File: config.mk
export PLATFORM = sky130hd
export DESIGN_NAME = memoria_dados_flat
export DESIGN_NICKNAME = d
export VERILOG_FILES = /design/src/rtl/memoria_dados_pkg.sv /design/src/rtl/memoria_dados_if.sv /design/src/rtl/memoria_dados_decod.sv /design/src/rtl/memoria_dados.sv /design/src/flat_wrapper.sv
export SDC_FILE = /design/constraint.sdc
export NUM_CORES = 2
export LEC_CHECK = 0
export ABC_AREA = 0
export CORE_MARGIN = 2
export CORE_UTILIZATION = 45
export DETAILED_ROUTE_END_ITERATION = 8
export PLACE_DENSITY_LB_ADDON = 0.3
export SYNTH_ARGS = -nofsm -noshare
export SYNTH_HDL_FRONTEND = slang
export SYNTH_SLANG_ARGS = --single-unit
File: constraint.sdc
create_clock -name clock -period 4.1 [get_ports clock]
set_input_delay 1.23 -clock clock [delete_from_list [all_inputs] [get_ports clock]]
set_output_delay 1.23 -clock clock [all_outputs]
set_load 0.1 [all_outputs]
File: src/rtl/memoria_dados_pkg.sv
// memoria_dados_pkg: shared sizes and types for the data memory
package memoria_dados_pkg;
  localparam int DATA_WIDTH = 16;
  localparam int ADDR_WIDTH = 16;
  localparam int NUM_WORDS = 128;
  localparam int WORD_INDEX_BITS = $clog2(NUM_WORDS);
  typedef logic [DATA_WIDTH-1:0] word_t;
  typedef logic [ADDR_WIDTH-1:0] addr_t;
  typedef logic [WORD_INDEX_BITS-1:0] idx_t;
endpackage

File: src/rtl/memoria_dados_if.sv
// memoria_dados_if: load/store bus between the memory stage and the data memory
interface memoria_dados_if;
  import memoria_dados_pkg::*;
  logic permisao_escrita;
  logic permisao_leitura;
  addr_t endereco;
  word_t dado_escrita;
  word_t dado_leitura;
  modport master (
    output permisao_escrita, permisao_leitura, endereco, dado_escrita,
    input dado_leitura
  );
  modport slave (
    input permisao_escrita, permisao_leitura, endereco, dado_escrita,
    output dado_leitura
  );
endinterface

File: src/rtl/memoria_dados_decod.sv
// decod_endereco_dados: byte address to word index; bit 0 and bits above the decoded range are dropped
module decod_endereco_dados
  import memoria_dados_pkg::*;
(
  input  addr_t endereco,
  output idx_t  indice
);
  logic unused_bits;
  assign unused_bits = ^{endereco[ADDR_WIDTH-1:WORD_INDEX_BITS+1], endereco[0]};
  assign indice = endereco[WORD_INDEX_BITS:1];
endmodule

File: src/rtl/memoria_dados.sv
// memoria_dados: 128x16 data memory, synchronous write, gated combinational read, async clear
module memoria_dados
  import memoria_dados_pkg::*;
(
  input logic clock,
  input logic reset_n,
  memoria_dados_if.slave bus
);
  idx_t indice;
  word_t mem_q [NUM_WORDS];
  word_t mem_d [NUM_WORDS];
  decod_endereco_dados u_decod (
    .endereco(bus.endereco),
    .indice(indice)
  );
  // next storage contents: one addressed word replaced when writing
  always_comb begin
    mem_d = mem_q;
    if (bus.permisao_escrita) mem_d[indice] = bus.dado_escrita;
  end
  // storage: reset wipes every word at once, otherwise take the next contents
  always_ff @(posedge clock or negedge reset_n) begin
    if (!reset_n) begin
      for (int i = 0; i < NUM_WORDS; i++) mem_q[i] <= '0;
    end else begin
      mem_q <= mem_d;
    end
  end
  assign bus.dado_leitura = bus.permisao_leitura ? mem_q[indice] : '0;
endmodule

File: src/flat_wrapper.sv
// flat-port wrapper written by rule: the top's interface ports become plain ports
module memoria_dados_flat import memoria_dados_pkg::*;
  (clock, reset_n, bus_permisao_escrita, bus_permisao_leitura, bus_endereco, bus_dado_escrita, bus_dado_leitura);
  memoria_dados_if bus_i ();
  input logic clock;
  input logic reset_n;
  input wire logic [$bits(bus_i.permisao_escrita)-1:0] bus_permisao_escrita;
  input wire logic [$bits(bus_i.permisao_leitura)-1:0] bus_permisao_leitura;
  input wire logic [$bits(bus_i.endereco)-1:0] bus_endereco;
  input wire logic [$bits(bus_i.dado_escrita)-1:0] bus_dado_escrita;
  output wire logic [$bits(bus_i.dado_leitura)-1:0] bus_dado_leitura;
  assign bus_i.permisao_escrita = bus_permisao_escrita;
  assign bus_i.permisao_leitura = bus_permisao_leitura;
  assign bus_i.endereco = bus_endereco;
  assign bus_i.dado_escrita = bus_dado_escrita;
  assign bus_dado_leitura = bus_i.dado_leitura;
  memoria_dados u_core (.clock(clock), .reset_n(reset_n), .bus(bus_i));
endmodule
Word level (Yosys, flattened, before mapping)
Cells that the tools add are included.

Add/sub/neg operators: 0. Multiply operators: 0. Divide/modulo/power cells: 0. Magnitude comparators: 2. Equality and inequality tests: 0. Shift operators: 0. Muxes and demuxes: 7. Bitwise gates (word level): 1. Reduce and logical (&&, ||, !) cells: 1.

Operator list (count): $bwmux W2048 (1); $bmux W16 S7 (1); $demux W16 S7 (1); $mux W16 (4); $ge A8 B8 Y1 const B (1); $lt A8 B1 Y1 const B (1); $not A7 Y8 (1); $logic_and A1 B1 Y1 (1).

Bits in registers: 2048. Latch bits: 0. RAM bits: 0. Memory bits (read-only): 0. Bits of input ports: 36. Output and inout port bits: 16. Logic and storage cells: 139. Memories kept: 0.

Depth between registers and ports, before layout
Word-level depth: 6. Depth in mapped cells: 13. Mapped depth without buffers: 7.

Modules after synthesis
Synthesis repeated with hierarchy kept, for this count alone.

Cell total of the unflattened synthesis: 7243. Area total of the unflattened synthesis: 94435.6 um2.

By module, submodules not included: memoria_dados (instances 1, cells each 7236, area an instance 94383.0 um2, sequential area each 51249.2 um2); decod_endereco_dados (instances 1, cells each 7, area an instance 52.6 um2, sequential area each 0.0 um2).

Worst setup path before layout
OpenSTA, ideal clock, no wires.

Path kind: in2out. Start point: input port bus_endereco[1]. End point: output port bus_dado_leitura[9]. Arrival: 4.936 ns. Required time: 2.870 ns. Setup slack: -2.066 ns. Stages: 10. Path buffers: 5. Cell sequence: buf_6 buf_6 inv_1 buf_2 buf_1 clkbuf_1 a221oi_1 o211ai_1 a21boi_0 o31ai_1.

Longest elaborated chain between the ends: 5.

Ends and longest elaborated chain: from (decl) (line flat_wrapper.sv:9) `input wire logic [$bits(bus_i.endereco)-1:0] bus_endereco;`; $not A7 Y8 (not written as such) (line memoria_dados.sv:29) `assign bus.dado_leitura = bus.permisao_leitura ? mem_q[indice] : '0;`; $bmux W16 S7 (line memoria_dados.sv:29); $mux W16 (not written as such) (2 in a row) (line memoria_dados.sv:29); $mux W16 (line memoria_dados.sv:29); to (decl) (line flat_wrapper.sv:11) `output wire logic [$bits(bus_i.dado_leitura)-1:0] bus_dado_leitura;`.

No other way between the ends. The select of a mux whose other input is x is not followed.

Worst setup path in the final report
Start point: input port bus_endereco[2]. End point: output port bus_dado_leitura[3].

The elaborated chain is that of the path after synthesis.

==> results.sh <==
export IMPL_hold_viol_final=0
export IMPL_fin_area_mm2=0.115
export IMPL_setup_slack_ns=-1.30
export IMPL_endpoint_kind="output port"
export IMPL_largest_register="u_core.mem_q"
export IMPL_clock_skew_ns=0
export IMPL_fill_cells=17000
export IMPL_grt_max_degree=196
export IMPL_drtIter0Drc=8413
export IMPL_dpl_worst_slack_ns=-1.74
export IMPL_nets=7784
export IMPL_reg2reg_to="u_core.mem_q[1000]$_DFFE_PN0P_"
export IMPL_placementRows=168
export IMPL_clock_sinks=2048
export IMPL_grt_overflow_total=0
export IMPL_seq_area_mm2=0.0512
export IMPL_initial_utilization_pct=45.2
export IMPL_netSwitchingPower_mw=12.8
export IMPL_cts_root_buf="clkbuf_16"
export IMPL_crit_required_ns=2.87
export IMPL_async_reset_ff_share_pct=100
export IMPL_r2r_start="u_core.mem_q[1000]$_DFFE_PN0P_"
export IMPL_tns_ns=-17.51
export IMPL_num_vias=68100
export IMPL_critPathLaunchType="primary input"
export IMPL_post_place_cells=10300
export IMPL_fmax_mhz=185
export IMPL_crit_type="in2out"
export IMPL_gp_congestion=0.995
export IMPL_clkTransAtPathRegs_ns=0.06
export IMPL_ioPinCount=52
export IMPL_synth_fp_nets=7229
export IMPL_via_per_inst=6.34
export IMPL_multi_input_area_mm2=0.0413
export IMPL_area_growth_syn_to_layout_pct=21.6
export IMPL_crit_arrival_ns=4.17
export IMPL_grt_pass1_wl_mm=484
export IMPL_critPathMaxFanout=12
export IMPL_clkLatencyLatePin_ns=0.85
export IMPL_violations="setup timing"
export IMPL_ant_nets=0
export IMPL_r2r_cells=1
export IMPL_setup_viol_count_final=16
export IMPL_htreeDepth=4
export IMPL_status="finished, violations left"
export IMPL_antenna_found_initial=17
export IMPL_internal_power_mw=36.3
export IMPL_grt_pass1_vias=68700
export IMPL_cts_buffers=214
export IMPL_die_w_um=462
export IMPL_ys_ff_latch=2048
export IMPL_cts_tree="yes"
export IMPL_vdd_drop_max_uv=492
export IMPL_synth_top_area_share_pct=54.3
export IMPL_largest_registers="u_core.mem_q: 2048 flops"
export IMPL_drt_total_wl_mm=334
export IMPL_fin_hold_ws_ns=0.323
export IMPL_p_leak_nw=54.5
export IMPL_cts_max_path_buffers=3
export IMPL_ys_types=75
export IMPL_place_area_mm2=0.105
export IMPL_drc=0
export IMPL_synth_top_cell_by_area="dfrtp_1"
export IMPL_syn_avg_cell_area_um2=13.1
export IMPL_dieArea_mm2=0.213
export IMPL_yosysWarnings=0
export IMPL_largest_reg_flops=2048
export IMPL_ys_flop_type="dfrtp_1"
export IMPL_power_density_mw_per_mm2=428
export IMPL_grt_use_total_pct=31.0
export IMPL_syn_cell_area_mm2=0.0944
export IMPL_wl_per_cell_um=31.1
export IMPL_slew_headroom_pct=24.9
export IMPL_io_buffers=42
export IMPL_synthTopCellsByArea="dfrtp_1, mux2_2, a221oi_1"
export IMPL_syn_inst=7193
export IMPL_cap_viol_max_count=0
export IMPL_synth_seq_area_share_pct=54.3
export IMPL_firstDrtPassIters=9
export IMPL_fin_cells=10700
export IMPL_ff2ff_setup_slack_ns=3.26
export IMPL_grt_setup_unrepaired="true"
export IMPL_post_route_period_util_pct=132
export IMPL_worstHoldPathType="in2async"
export IMPL_coreArea_mm2=0.209
export IMPL_die_y_um=462
export IMPL_fin_crit_ns=5.40
export IMPL_drv_slew=0
export IMPL_dpl_hpwl_mm=223
export IMPL_drive_above_1_share_pct=49.1
export IMPL_synth_edf_count=0
export IMPL_seqPwrFrac_pct=46.3
export IMPL_worst_slew_pin_slew_ns=1.13
export IMPL_swShare_pct=26.1
export IMPL_comb_power_share_pct=12.8
export IMPL_pwr_share_clk_pct=40.8
-- final cells by class --
type / instances / share of cell area (%)
clock inverters: 71 / 0.697
clock buffers: 329 / 5.65
flip-flops and latches: 2048 / 44.6
well taps: 2805 / 3.06
diodes: 4 / 0.00872
multi-input cells: 4414 / 36.0
repair buffers: 1065 / 9.95
inverters: 5 / 0.0447
-- timing repair --
| action | CTS | global route |
|---|---|---|
| gates resized for setup | 205 | 181 |
| gates cloned | 5 | 5 |
| hold endpoints to repair | 0 | 0 |
| endpoints found under the setup margin | 16 | 16 |
| pin swaps | 67 | 80 |
| hold buffers | 0 | 0 |
| setup buffers | 49 | 21 |
-- how the worst max path moves through the flow --
stage                         start                   end  slack (ns)  depth (start not counted)
floorplan           bus_endereco[2]   bus_dado_leitura[8]       -1.03                         10
global placement    bus_endereco[3]  bus_dado_leitura[11]       -1.74                         10
detailed placement  bus_endereco[2]  bus_dado_leitura[11]       -1.74                         13
CTS                 bus_endereco[2]  bus_dado_leitura[11]       -1.19                         13
global route        bus_endereco[2]   bus_dado_leitura[8]       -1.24                         14
finish              bus_endereco[2]   bus_dado_leitura[3]       -1.30                         14
-- stage by stage --
stage / total power, mW / utilization (%)
after floorplan: 26.1 / -
after global placement: 28.7 / 50.3
after detailed placement: 28.9 / 50.3
after CTS: 49.0 / 54.4
after global routing: 50.7 / 54.9
final: 49.1 / 54.9
-- cells in the mapped netlist (8+ instances only) --
master and instances:
a211o_1 10, a211oi_1 19, a21oi_1 256, a221o_1 43, a221oi_1 247, a222oi_1 79
a22o_1 45, a22oi_1 182, a31oi_1 25, and2_1 11, buf_1 47, buf_2 281
buf_4 50, buf_6 15, clkbuf_1 332, dfrtp_1 2048, mux2_2 2176, mux2i_1 153
mux4_2 35, nand2_1 379, nand2_2 8, nand2b_1 8, nand3_1 20, nand4_1 8
nor2_1 159, nor2_2 25, nor2b_1 35, nor3_1 34, o211ai_1 34, o21ai_0 161
o221ai_1 30, o22a_1 11, o22ai_1 55, o2bb2ai_1 24, o311ai_0 9, o31ai_1 10
-- cell families (layout without fill, tap and decap cells) --
family	after synthesis	count (layout)	share of synthesized area (%)
AOI/OAI and AO/OA	1320	1320	10.2
buffers and inverters	731	1470	3.61
DFF	2048	2048	54.3
muxes	2366	2366	28.4
other	0	4	0
and+or+nand+nor	728	728	3.41
-- critical path, cell delays in order --
cell and delay, ns:
buf_16 0.13, buf_4 0.14, nor2_4 0.04, buf_12 0.13, buf_4 0.22, buf_4 0.22
a22oi_1 0.31, o22ai_1 0.13, a31oi_1 0.27, o21ai_4 0.15, a221oi_2 0.28, o211ai_1 0.43
buf_4 0.30, buf_12 0.16
-- metal layers --
| metal | vias to the layer above | share of wire (%) | GRT usage, % |
|---|---|---|---|
| li1 | 27900 | - | - |
| met1 | 36100 | 40 | 41.3 |
| met2 | 3256 | 44 | 46.6 |
| met3 | 810 | 9.2 | 7.33 |
| met4 | 8 | 6.4 | 17.2 |
| met5 | - | 0.016 | 0 |
-- power by group through the flow --
stage / sequential, mW / combinational, mW / clock [mW]
finish: 22.8 / 6.30 / 20.1
global route: 22.9 / 6.61 / 21.1
CTS: 22.7 / 6.09 / 20.2
detailed placement: 23.1 / 5.89 / 0
global placement: 22.9 / 5.76 / 0
floorplan: 22.8 / 3.31 / 0
-- layout by cell type, fill, tap and decap left out, drive strengths merged, types with 30 or more instances in the layout --
master	instances
mux2	2178
dfrtp	2048
buf	1056
nand2	387
clkbuf	334
a21oi	256
a221oi	247
nor2	184
a22oi	182
o21ai	161
mux2i	153
a222oi	79
o22ai	55
clkinv	49
a22o	45
a221o	43
nor3	41
mux4	35
nor2b	35
o211ai	34
o221ai	30
(Power assumes the default switching activity.)
